$ cat src/rtl/fanout_fork_ctrl.sv
// fanout_fork_ctrl: eager-fork controller that broadcasts one ready/valid
// source to NUM_OUT sinks. Each enabled sink takes every token exactly once.
// The source sees in_ready only when all enabled sinks have taken the token.
// Optional feature macro: FANOUT_FORK_STALL_CNT_EN. When it is defined, the
// block counts source stall cycles in stall_cnt; otherwise stall_cnt is 0.
module fanout_fork_ctrl #(
    parameter int unsigned NUM_OUT = 20,
    parameter int unsigned CNT_W   = 16
) (
    input  logic               clk,
    input  logic               rst_n,
    input  logic               cfg_wr,
    input  logic [NUM_OUT-1:0] cfg_mask_in,
    output logic               cfg_busy,
    input  logic               flush,
    input  logic               in_valid,
    output logic               in_ready,
    output logic [NUM_OUT-1:0] out_valid,
    input  logic [NUM_OUT-1:0] out_ready,
    output logic [CNT_W-1:0]   stall_cnt
);

    logic [NUM_OUT-1:0] r_mask;
    logic [NUM_OUT-1:0] r_done;
    logic [NUM_OUT-1:0] w_acc;
    logic [NUM_OUT-1:0] w_sat;
    logic [NUM_OUT-1:0] w_done_nxt;
    logic               w_cfg_load;

    // Per-sink offer, acceptance and token-complete logic, plus done next-state.
    always_comb begin
        out_valid  = '0;
        w_acc      = '0;
        w_sat      = '0;
        in_ready   = 1'b0;
        cfg_busy   = 1'b0;
        w_cfg_load = 1'b0;
        w_done_nxt = r_done;

        out_valid  = r_mask & ~r_done & {NUM_OUT{in_valid & ~flush}};
        w_acc      = out_valid & out_ready;
        w_sat      = ~r_mask | r_done | w_acc;
        in_ready   = (&w_sat) & ~flush;
        cfg_busy   = |r_done;
        w_cfg_load = cfg_wr & ~(|r_done) & ~flush;

        // A source that drops in_valid mid-token leaves w_acc at 0, so done holds.
        if (flush) begin
            w_done_nxt = '0;
        end else if (in_valid && in_ready) begin
            w_done_nxt = '0;
        end else begin
            w_done_nxt = r_done | w_acc;
        end
    end

    // Done flags: remember which sinks already took the current token.
    always_ff @(posedge clk or negedge rst_n) begin
        if (!rst_n) begin
            r_done <= '0;
        end else begin
            r_done <= w_done_nxt;
        end
    end

    // Sink-enable mask: writable only between tokens and outside a flush.
    always_ff @(posedge clk or negedge rst_n) begin
        if (!rst_n) begin
            r_mask <= '0;
        end else if (w_cfg_load) begin
            r_mask <= cfg_mask_in;
        end
    end

`ifdef FANOUT_FORK_STALL_CNT_EN
    logic [CNT_W-1:0] r_stall_cnt;

    // Saturating count of cycles the source was held off.
    always_ff @(posedge clk or negedge rst_n) begin
        if (!rst_n) begin
            r_stall_cnt <= '0;
        end else if (flush) begin
            r_stall_cnt <= '0;
        end else if (in_valid && !in_ready && !(&r_stall_cnt)) begin
            r_stall_cnt <= r_stall_cnt + CNT_W'(1);
        end
    end

    assign stall_cnt = r_stall_cnt;
`else
    assign stall_cnt = '0;
`endif

    // The source must hold in_valid until the token has reached every enabled sink.
    a_src_hold: assert property (@(posedge clk) disable iff (!rst_n)
        (!flush && (|r_done)) |-> in_valid)
        else $error("source dropped in_valid with a partially delivered token");

endmodule

$ cat config.mk
export PLATFORM = sky130hd
export DESIGN_NAME = fanout_fork_ctrl
export DESIGN_NICKNAME = d
export VERILOG_FILES = /design/src/rtl/fanout_fork_ctrl.sv
export SDC_FILE = /design/constraint.sdc
export NUM_CORES = 1
export LEC_CHECK = 0
export CORE_MARGIN = 2
export CORE_UTILIZATION = 41
export DETAILED_ROUTE_END_ITERATION = 6
export PLACE_DENSITY = 0.73
export SYNTH_ARGS = -nofsm -noshare
export SYNTH_HDL_FRONTEND = slang
export SYNTH_SLANG_ARGS = --single-unit
export TNS_END_PERCENT = 1
$ cat constraint.sdc
create_clock -name clk -period 2.35 [get_ports clk]
set_clock_uncertainty 0.15 [all_clocks]
set_input_delay 0.47 -clock clk [delete_from_list [all_inputs] [get_ports clk]]
set_output_delay 0.47 -clock clk [all_outputs]
set_load 0.01 [all_outputs]
# Word level (Yosys, flattened, before mapping)

Cells that the tools add are included.

Muxes and demuxes: 2
Bitwise logic cells: 14
Reduce and logical (&&, ||, !) cells: 3

Operators by type and width:

| kind                 | count |
|---|---|
| bitwise AND 20 bit   | 3 |
| OR 20 bit            | 3 |
| 2-to-1 mux 20 bit    | 2 |
| inverter 20 bit      | 2 |
| AND reduction 20 bit | 1 |
| OR reduction 20 bit  | 1 |
| bitwise AND 1 bit    | 4 |
| inverter 1 bit       | 2 |
| logical AND 1 bit    | 1 |

Bits in registers: 40
Input port bits: 45
Output and inout bits: 38
Word-level logic and storage cells: 21

# Longest topological paths before layout

Gate-level depths: netlist (run 1).

Depth in word-level cells: 10
Depth in mapped cells: 7
Gate-level depth less buffers: 5

# Worst setup path before layout (run 1)

OpenSTA, ideal clock, no wires.

Kind: input to output
Start: input flush
End: output in_ready
Arrival time: 1,672 ps
Data required time: 1,730 ps
Path slack: 58 ps
Cell stages on the path: 5
Path buffers: 0
Cell sequence: and2b_2 -> a21oi_1 -> or4_4 -> nor3_1 -> and3_1

Longest elaborated chain between the ends: 7

RTL lines:

| item                  | line   | RTL |
|---|---|---|
| start, declared       | 15     | `input logic flush,` |
| inverter 1 bit (*)    | 40, 43 |  |
| bitwise AND 1 bit     | 40     | `out_valid = r_mask & ~r_done & {NUM_OUT{in_valid & ~flush}};` |
| bitwise AND 20 bit    | 40     |  |
| bitwise AND 20 bit    | 41     | `w_acc = out_valid & out_ready;` |
| OR 20 bit             | 42     | `w_sat = ~r_mask \| r_done \| w_acc;` |
| AND reduction 20 bit  | 43     | `in_ready = (&w_sat) & ~flush;` |
| bitwise AND 1 bit (*) | 43     |  |
| end, declared         | 17     | `output logic in_ready,` |

Every way passes the cells marked *; elsewhere a longest branch is shown, timed or not.

# Final worst setup path (run 1)

Ends and elaborated chain as after synthesis.

==> impl_metrics.toml, run 1 <==
[pwr]
seq_power_share_pct = 35.7
vdd_drop_max_mv = 0.421
pwr-share-clk_pct = 18.7
intPower_mw = 1.99
netSwitchingFraction_pct = 32.7
total_power_mw = 2.95
combPwrFrac_pct = 45.6
power.density_mw_per_mm2 = 873
p_leak_nw = 1.61
p_sw_mw = 0.966

[setup_path]
rr_startpoint = "r_done[14]"
crit_type = "input pin to output port"
path_buf_inv = 2
worstPathMaxFanout = 6
path_cells = "buf_6 -> and2b_2 -> a21oi_2 -> or4_4 -> nor3_2 -> and3_1 -> buf_2"
cp.arrival_ps = 1880
startpoint_type = "input pin"
cp_top_family = "simple AND/OR/NAND/NOR gates"
required_ps = 1730
end_kind = "output port"
slowest_delay_ps = 540
crit_slowest_cell = "or4_4"
cp-startpoint = "flush"

[timing]
fin_crit_sh_pct = 106
max_freq_ghz = 0.400
setup_viol = 1
maxSlewHeadroom_pct = 66.5
finalHoldViolations = 0
period_minus_slack_ps = 2500
rsz0062_at_grt = "true"
setup_ws_ps = -149
slew_viol_final = 0
tightest_slew_ps = 502
hold_ws_ps = 377

[die]
num_rows = 27
dieArea_mm2 = 0.00617
pin_count = 83
die_x_um = 78.5
initial_utilization_pct = 41.9
core_mm2 = 0.00544
die_h_um = 78.5

[synth]
yosysWarningCount = 0
syn_area_mm2 = 0.00228
ys_top_cells_by_area = "dfrtp_1, nor3_2, mux2_2, a31oi_1, buf_4"
postSynthAreaPerCell_um2 = 10.8
ys_types = 37
synth_cells = 211
ys.flop_type = "dfrtp_1"
synth_edf_count = 0
yosysTopAreaCellShare_pct = 44.0
yosys.area.top_type = "dfrtp_1"
synthArstFlopShare_pct = 100
ys_ff_latch = 40
ys_seq_area_share_pct = 44.0

[detailed_routing]
antenna_left = 0
num_vias = 2093
wl_per_cell_um = 16.6
drc = 0
first_pass_iters = 4
routed_wirelength_um = 6520
via_per_inst = 5.31
first_iter_violations = 183

[clock_network]
cts_tree = "built"
cts_max_path_buffers = 2
clock_latency_ps = 290
cts-root-buf = "clkbuf_8"
cts.sinks = 40
htree_levels = 2
cts_buffers = 5
clkTransAtPathRegs_ps = 70

[layout]
nets = 366
syn_to_final_growth_pct = 48.6
final-seq-area_mm2 = 0.00100
fin_cells = 394
multi_input_area_mm2 = 0.00118
fin_area_mm2 = 0.00338
antenna_cells = 0
nFillCells = 477
layout-drive-gt1-share_pct = 37.3

[placement]
portBuffers = 66
dp_slack_ps = -996
dp_hpwl_um = 4920
place.gp.congestion = 0.831
place_area_mm2 = 0.00326
place_inst = 383

[flow_run]
cap_violations = 0

[min_path]
holdCritStartpoint = "r_mask[17]"
hold_class = "flip-flop to flip-flop"

[run_status]
violations = "setup timing"
outcome = "complete, but fails checks"

[grt]
grt.total_usage_pct = 22.4
grt_pass1_wl_um = 10600
antenna_found_initial = 0
grt_overflow = 0
grt_pass1_vias = 2116
grt_max_degree = 26
## synthesized netlist by cell type, types with 4 or more instances
cell type / number
nor4_1: 5
nor2_1: 15
buf_4: 16
a31oi_1: 20
nand3b_1: 4
and3b_1: 4
mux2_2: 16
and3_1: 4
nand2b_1: 15
nor3_2: 20
dfrtp_1: 40
clkbuf_1: 6
a21oi_1: 6
mux2_1: 4
## sequential cells by signal, summed over array words and instances (netlist names)
register,flops
r_mask,20
r_done,20
## metrics by stage
step	TNS (ps)	utilization, %
after global routing	-219	62.2
final	-149	62.2
after global placement	-19800	59.9
after CTS	-133	62.4
after detailed placement	-21860	59.9
after floorplan	0	-
## layout make-up
class | count | share of cell area [%]
Tap cell | 72 | 2.66
Timing Repair Buffer | 116 | 29.3
Clock inverter | 2 | 1.04
Multi-Input combinational cell | 155 | 35.0
Inverter | 3 | 0.333
Clock buffer | 6 | 2.14
Sequential cell | 40 | 29.6
## worst paths after layout
check / end / slack (ps) / depth (start not counted)
max: in_ready / -150 / 7
min: r_mask[17] / 380 / 1
max reg2reg: r_mask[4] / 140 / 7
min reg2reg: r_mask[17] / 380 / 1
max in group asynchronous: r_mask[11] / 1040 / 3
min in group asynchronous: r_mask[5] / 510 / 2
## layer usage
metal / global-route usage (%) / vias to the layer above / routed length, µm
met3: 4.83 / 10 / 380
met2: 38.0 / 85 / 3270
met5: 0 / - / 0
li1: - / 951 / -
met4: 5.61 / 0 / 83
met1: 29.0 / 1047 / 2800
## cells by family (layout without fill, tap and decap cells)
| family | count (synthesis) | in the layout | synth area share (%) |
|---|---|---|---|
| flops | 40 | 40 | 44.0 |
| simple gates | 85 | 85 | 27.1 |
| other cells | 1 | 16 | 0.165 |
| mux | 20 | 20 | 9.89 |
| compound gates | 34 | 34 | 9.95 |
| buf+inv | 31 | 127 | 8.90 |
## timing repair
action	CTS	global route
setup buffers	2	0
endpoints found under the setup margin	42	26
gates resized for setup	52	23
hold buffers	1	0
pin swaps	8	1
endpoints found under the hold margin	19	0
## layout by cell type (no fill, tap or decap), types with 4 or more instances in the layout
cell,synthesis,layout
nor3_2,20,21
clkbuf_8,0,5
mux2_2,16,16
nand3b_1,4,4
and3_1,4,4
a31oi_1,20,20
buf_6,3,4
conb_1,1,16
clkbuf_2,0,9
a21oi_1,6,4
nor2_1,15,14
nand2b_1,15,15
buf_4,16,45
and3b_1,4,4
clkdlybuf4s50_1,0,33
dfrtp_1,40,40
dlygate4sd2_1,0,16
mux2_1,4,4
## power by group through the flow
| stage | sequential, mW | combinational, mW | clock, mW |
|---|---|---|---|
| after floorplan | 1.04 | 0.672 | 0 |
| after global placement | 1.05 | 1.30 | 0 |
| after detailed placement | 1.06 | 1.33 | 0 |
| after CTS | 1.05 | 1.34 | 0.566 |
| after global routing | 1.08 | 1.46 | 0.599 |
| final | 1.05 | 1.35 | 0.552 |
Power figures use the tool's default switching activity.
==> run 2, diff against run 1 <==
--- a/config.mk
+++ b/config.mk
@@ -7,6 +7,7 @@
 export LEC_CHECK = 0
 export CORE_MARGIN = 2
 export CORE_UTILIZATION = 41
+export CTS_BUF_LIST = sky130_fd_sc_hd__clkbuf_8
 export DETAILED_ROUTE_END_ITERATION = 6
 export PLACE_DENSITY = 0.73
 export SYNTH_ARGS = -nofsm -noshare
==> constraint.sdc (replaced) <==
create_clock -name clk -period 2.3 [get_ports clk]
set_clock_uncertainty 0.15 [all_clocks]
set_input_delay 0.46 -clock clk [delete_from_list [all_inputs] [get_ports clk]]
set_output_delay 0.46 -clock clk [all_outputs]
set_load 0.01 [all_outputs]
==> run 2 against run 1 <==
Net effect:
- the flow still finishes with violations (setup timing)
- register-to-register slack worse by 40 ps
- total power is 2.4% higher
- critical path depth is 1 higher
- sequential cell count stayed put
- global-route usage is 0.70 points lower
- non-clock buffer count is 3 higher
- first-iteration DRC count is 4.4% lower
- sequential power hardly changed
- routed wire length is 3.0% lower
- critical endpoint unchanged
- largest cell class unchanged
==> impl_metrics.toml, run 2 (synthesis results as in run 1) <==
[run_status]
outcome = "complete, but fails checks"
violations = "setup timing"

[placement]
portBuffers = 66
place.gp.congestion = 0.820
place_area_mm2 = 0.00328
dp_hpwl_um = 4800
dp_slack_ps = -1010
place_inst = 386

[timing]
setup_ws_ps = -213
max_freq_ghz = 0.398
slew_viol_final = 0
finalHoldViolations = 0
fin_crit_sh_pct = 109
setup_tns_ps = -213
setup_viol = 1
period_minus_slack_ps = 2510
rsz0062_at_grt = "true"

[clock_network]
cts_tree = "built"
cts_max_path_buffers = 2
cts-root-buf = "clkbuf_8"
clock_latency_ps = 300
cts.sinks = 40
cts_buffers = 5
htree_levels = 2
clkTransAtPathRegs_ps = 70

[grt]
grt_pass1_vias = 2052
antenna_found_initial = 0
grt_max_degree = 22
grt_overflow = 0
grt_pass1_wl_um = 10300
grt.total_usage_pct = 21.7

[layout]
fin_area_mm2 = 0.00343
antenna_cells = 0
layout-drive-gt1-share_pct = 38.2
final_cell_mix = "buf_4, dfrtp_1, clkdlybuf4s50_1, nor3_2, a31oi_1"
final_common_cell = "buf_4"
syn_to_final_growth_pct = 50.8
fin_cells = 397
reg.largest.list = "r_done (20), r_mask (20)"
nets = 369

[detailed_routing]
via_per_inst = 5.14
antenna_left = 0
wl_per_cell_um = 15.9
routed_wirelength_um = 6330
first_pass_iters = 4
num_vias = 2039
drc = 0
first_iter_violations = 175

[die]
pin_count = 83
num_rows = 27
die_x_um = 78.5
die_h_um = 78.5
dieArea_mm2 = 0.00617
initial_utilization_pct = 41.9
core_mm2 = 0.00544

[setup_path]
required_ps = 1690
reg2reg_slack_ps = 100
cp-startpoint = "flush"
crit_type = "input pin to output port"
cp.arrival_ps = 1900
r2r_end = "r_mask[12]"
worstPathMaxFanout = 5
startpoint_type = "input pin"
rr_startpoint = "r_done[14]"
end_kind = "output port"
ff2ff_path_depth = 7
crit_end = "in_ready"

[pwr]
p_sw_mw = 0.986
power.density_mw_per_mm2 = 880
seq_power_share_pct = 35.6
vdd_drop_max_mv = 0.493
total_power_mw = 3.02
netSwitchingFraction_pct = 32.6
pwr-share-clk_pct = 18.6
intPower_mw = 2.04
p_leak_nw = 1.61
combPwrFrac_pct = 45.7

[flow_run]
cap_violations = 0

[min_path]
hold_class = "flip-flop to flip-flop"
[run 2: layout make-up]
cell class              count  area, µm²
well taps                  72       90.1
repair buffers            119       1040
inverters                   3       11.3
clock inverters             3       38.8
multi-input cells         155       1190
flip-flops and latches     40       1000
clock buffers               5       68.8
fillers                   466       2000
[run 2: through the flow]
stage,hold slack (ps),util [%]
3_5_place_dp,302,60.3
3_3_place_gp,301,60.3
4_1_cts,367,63.4
5_1_grt,386,63.1
6_report,379,63.1
2_1_floorplan,14.4,-
[run 2: how the worst min path moves through the flow]
stage               startpoint          to  cells past startpoint
CTS                      flush   r_done[9]                      3
floorplan                rst_n   r_done[0]                      0
global placement         rst_n   r_mask[5]                      1
detailed placement       rst_n   r_mask[5]                      1
finish              r_mask[17]  r_mask[17]                      1
global route             flush  r_done[12]                      3
[run 2: worst max-delay path, stage by stage]
cell and delay [ps]:
buf_6 90, and2b_2 260, buf_6 110, a21oi_2 40, or4_4 550, nor3_2 100
and3_1 160, buf_2 130
[run 2: power by group through the flow]
stage | Sequential, mW | Clock, mW | Combinational (mW)
floorplan | 1.06 | 0 | 0.687
global placement | 1.07 | 0 | 1.35
detailed placement | 1.08 | 0 | 1.37
CTS | 1.07 | 0.578 | 1.39
global route | 1.10 | 0.608 | 1.51
finish | 1.08 | 0.564 | 1.38
[run 2: layer usage]
layer	global-route usage, %	share of wire [%]	up-vias
met3	3.56	4.5	7
met4	8.25	1.4	0
met2	35.1	49	83
met1	29.1	45	987
li1	-	-	962
met5	0	0	-
[run 2: timing repair]
action	CTS	global route
cloned	0	0
endpoints found under the setup margin	42	42
setup buffers	3	0
hold endpoints to repair	19	0
resized for setup	62	11
pin swaps	8	1
hold buffers	1	0
==> run 3, diff against run 2 <==
--- a/config.mk
+++ b/config.mk
@@ -5,6 +5,8 @@
 export SDC_FILE = /design/constraint.sdc
 export NUM_CORES = 1
 export LEC_CHECK = 0
+export ABC_AREA = 0
+export CORE_ASPECT_RATIO = 1.2
 export CORE_MARGIN = 2
 export CORE_UTILIZATION = 41
 export CTS_BUF_LIST = sky130_fd_sc_hd__clkbuf_8
==> run 3 against run 2 <==
Net effect:
- critical path type unchanged
- highest routed layer unchanged
- combinational power about the same
- die area about the same
- sequential power about the same
- the run still ends with setup timing left
==> impl_metrics.toml, run 3 (synthesis results as in run 1) <==
[grt]
grt_pass1_wl_um = 10500
grt_pass1_vias = 2151
antenna_found_initial = 0
grt.total_usage_pct = 21.9
grt_max_degree = 25
grt_overflow = 0

[run_status]
outcome = "complete, but fails checks"
violations = "setup timing"

[die]
die_x_um = 72.0
die_h_um = 85.6
pin_count = 83
num_rows = 29
core_mm2 = 0.00533
dieArea_mm2 = 0.00617
initial_utilization_pct = 42.7

[layout]
syn_to_final_growth_pct = 49.9
reg.largest.list = "r_done (20), r_mask (20)"
nets = 368
final-seq-area_mm2 = 0.00100
fin_cells = 386
multi_input_area_mm2 = 0.00121
final_common_cell = "buf_4"
fin_area_mm2 = 0.00341
layout-drive-gt1-share_pct = 35.5
final_util_pct = 64.0
final_cell_mix = "buf_4, dfrtp_1, clkdlybuf4s50_1, dlygate4sd2_1, nor3_2"
nFillCells = 465
antenna_cells = 0

[detailed_routing]
wl_per_cell_um = 16.5
num_vias = 2072
antenna_left = 0
via_per_inst = 5.37
routed_wirelength_um = 6380
first_pass_iters = 4
drc = 0
first_iter_violations = 121

[timing]
tightest_slew_ps = 528
slew_viol_final = 0
setup_ws_ps = -183
period_minus_slack_ps = 2480
rsz0062_at_grt = "true"
fin_crit_sh_pct = 108
max_freq_ghz = 0.403
maxSlewHeadroom_pct = 64.8
finalHoldViolations = 0
setup_viol = 1

[clock_network]
clock_latency_ps = 290
cts.sinks = 40
clkTransAtPathRegs_ps = 80
cts_buffers = 5
cts_max_path_buffers = 2
htree_levels = 2
cts-root-buf = "clkbuf_8"
cts_tree = "built"
cts_setup_buffers = 0

[setup_path]
crit_type = "input pin to output port"
end_kind = "output port"
startpoint_type = "input pin"
cp.arrival_ps = 1870
worstPathMaxFanout = 6
ff2ff_path_depth = 7
required_ps = 1690

[pwr]
vdd_drop_max_mv = 0.485
total_power_mw = 2.96
power.density_mw_per_mm2 = 867
p_leak_nw = 1.67

[placement]
portBuffers = 66
place_area_mm2 = 0.00328
place.gp.congestion = 0.816
dp_hpwl_um = 4810
place_inst = 377

[flow_run]
cap_violations = 0

[min_path]
hold_class = "input pin to flip-flop"
min_path_cells = 3
[run 3: final timing paths]
path	startpoint	endpoint	slack (ps)
min in group asynchronous	rst_n	r_mask[10]	530
setup / recovery	flush	in_ready	-180
hold reg to reg	r_mask[18]	r_mask[18]	390
max in group asynchronous	rst_n	r_mask[18]	980
setup reg to reg	r_done[14]	r_mask[11]	70
hold / removal	flush	r_done[2]	370
[run 3: worst max-delay path, cell delays in order]
cell and delay, ps:
buf_6 90, and2b_4 300, a21oi_2 60, or4_4 540, nor3_2 110, and3_1 180, buf_2 130
[run 3: stage by stage]
stage / setup slack [ps] / hold slack [ps] / setup TNS [ps]
global placement: -954 / 312 / -24720
floorplan: 28.1 / 14.4 / 0
global route: -247 / 371 / -276
CTS: -177 / 358 / -177
finish: -183 / 366 / -183
detailed placement: -1010 / 313 / -26660
[run 3: final cells by class]
| type | instances | area share, % |
|---|---|---|
| well taps | 62 | 2.27 |
| clock inverters | 2 | 0.220 |
| clock buffers | 6 | 2.42 |
| flip-flops and latches | 40 | 29.3 |
| inverters | 3 | 0.330 |
| repair buffers | 118 | 30.0 |
| multi-input cells | 155 | 35.4 |
[run 3: routing by layer]
metal / up-vias / wire, µm / track usage (%)
met4: 0 / 102 / 6.69
met2: 79 / 3260 / 37.0
met1: 1021 / 2590 / 27.6
li1: 962 / - / -
met3: 10 / 418 / 5.52
met5: - / 0 / 0
[run 3: power by group]
| part | internal [mW] | total, mW | switching [mW] |
|---|---|---|---|
| logic | 0.806 | 1.40 | 0.595 |
| clock network | 0.236 | 0.482 | 0.246 |
| registers | 0.924 | 1.08 | 0.153 |
| total | 1.97 | 2.96 | 0.994 |
[run 3: repair_timing]
action	in CTS	in global routing
endpoints found under the setup margin	43	25
endpoints found under the hold margin	12	0
resized for setup	61	8
pin swaps	8	1
hold buffers	1	0
==> variant (config.mk and constraints of run 1) <==
The option `FANOUT_FORK_STALL_CNT_EN` is turned on by a define.
--- a/src/rtl/fanout_fork_ctrl.sv
+++ b/src/rtl/fanout_fork_ctrl.sv
@@ -3,6 +3,8 @@
 // The source sees in_ready only when all enabled sinks have taken the token.
 // Optional feature macro: FANOUT_FORK_STALL_CNT_EN. When it is defined, the
 // block counts source stall cycles in stall_cnt; otherwise stall_cnt is 0.
+`define FANOUT_FORK_STALL_CNT_EN
+
 module fanout_fork_ctrl #(
     parameter int unsigned NUM_OUT = 20,
     parameter int unsigned CNT_W   = 16
Function: changed (Yosys sat finds a counterexample within 4 cycles, from zero or initial values and one cycle with rst_n low).
==> variant against run 1 <==
  * The flow finishes with violations (hold timing)
  * Worst setup slack improved by 180 ps
  * Utilization fell by 0.43 points
  * Count of clock-buffer cells in the layout rose by 1
  * Final cell count rose by 33%
  * Final area rose by 32%
  * Hold slack got worse by 390 ps
  * Power rose by 11%
  * Area after synthesis rose by 33%
  * Sequential cell count rose by 16
  * Wire length rose by 35%
  * First-iteration DRC count fell by 36%
  * Critical path type unchanged
==> variant: results <==
set metrics [dict create \
    path_max_fanout 7 \
    drt-initial-drc-count 117 \
    violations "hold timing" \
    n_antenna_cell 0 \
    nNetsFinal 471 \
    holdWs_ps -12.78 \
    place_area_um2 4314 \
    drive_gt1_share_pct 29.11 \
    ys.warnings.count 0 \
    place_ws_ps -940.1 \
    hold_violations 16 \
    via_per_inst 5.404 \
    run_status "finished with violations" \
    grt_usage_pct 21.86 \
    clock_latency_ps 310 \
    first_pass_iters 5 \
    synth-seq-area-share_pct 46.34 \
    syn_inst 297 \
    ys_top_cells_by_count "56 x dfrtp_1, 44 x nor2_1, 21 x nand2b_1, 20 x a31oi_1, 20 x mux2_2" \
    cp.arrival_ps 1700 \
    async_reset_ff_share_pct 100.0 \
    post-place-cells 516 \
    post_cts_resized 59 \
    leakage_nw 2.107 \
    min_path_type "input pin to async pin" \
    cts_buffer_depth 2 \
    post_cts_buffers 0 \
    synthTopCellsByArea "dfrtp_1 46%, mux2_2 7.4%, nor2_1 5.5%, nand2b_1 4.3%, a31oi_1 4.1%" \
    drtAntennaViolNets 0 \
    wl_met3_um 339 \
    wl_met1_um 4053 \
    gp_congestion 0.8904 \
    portBuffers 82 \
    wirelength_um 8801 \
    grt_max_degree 27 \
    routed-wl-met2_um 4226 \
    synthAdderAreaFrac_pct 0.4137 \
    root_buffer "clkbuf_8" \
    synth-compound-area-share_pct 11.58 \
    yosysUniqueCellTypes 42 \
    p_seq_share_pct 40.8 \
    cts-htree-levels 2 \
    top_layer "met4" \
    vias 2837 \
    synth_ff_type "dfrtp_1" \
    synth-xor-area-share_pct 0 \
    cts.clk_slew.worst_paths_ps 100 \
    grt_antenna_before_repair 0 \
    synthMuxAreaShare_pct 10.63 \
    ir_drop_mv 0.4224 \
    power_clock_mw 0.692 \
    tightest_slew_ps 571.1 \
    hpwl_um 6628 \
    syn-num-nets 343 \
    power_switching_mw 1.035 \
    grt_pass1_wl_um 14300 \
    p_int_mw 2.249 \
]
==> variant: cell types whose count changed in the layout (fill, tap and decap cells not counted), moves of 6 or more <==
cell             delta
dlygate4sd2_1      +12
and3b_1             +6
nand2b_1            +6
clkdlybuf4s50_1     +8
a21oi_1             +7
nor3_2             -19
buf_4               +7
conb_1             -16
nor2_1             +30
dfrtp_1            +16
==> variant: cell type report <==
| type | count | area, µm² |
|---|---|---|
| fill | 654 | 2758 |
| multi-input combinational | 220 | 1563 |
| tap | 99 | 123.9 |
| inverter | 3 | 11.26 |
| clock inverter | 1 | 30.03 |
| sequential | 56 | 1401 |
| timing repair buffer | 139 | 1231 |
| clock buffer | 7 | 96.34 |
==> variant: routing by layer <==
metal,vias to the layer above,GRT usage [%]
li1,1340,-
met1,1408,29.68
met2,74,35.92
met3,15,3.856
met4,0,6.795
met5,-,0
==> variant: path summary, 6_finish.rpt <==
kind / startpoint / end / slack [ps] / cells past startpoint
max in group asynchronous: rst_n / r_mask[18]$_DFFE_PN0P_ / 1480 / 2
min reg2reg: r_done[5]$_DFF_PN0_ / r_done[5]$_DFF_PN0_ / 380 / 2
min in group clk: r_done[5]$_DFF_PN0_ / r_done[5]$_DFF_PN0_ / 380 / 2
max reg2reg: r_done[15]$_DFF_PN0_ / r_mask[7]$_DFFE_PN0P_ / 80 / 7
max: flush / out_valid[18] / 30 / 7
min: rst_n / r_mask[5]$_DFFE_PN0P_ / -10 / 1
==> variant: critical path, cell delays in order <==
cell,delay [ps]
buf_2,120
buf_6,110
nor2b_1,100
buf_4,160
nand2_1,60
nor2_1,120
clkdlybuf4s50_1,560
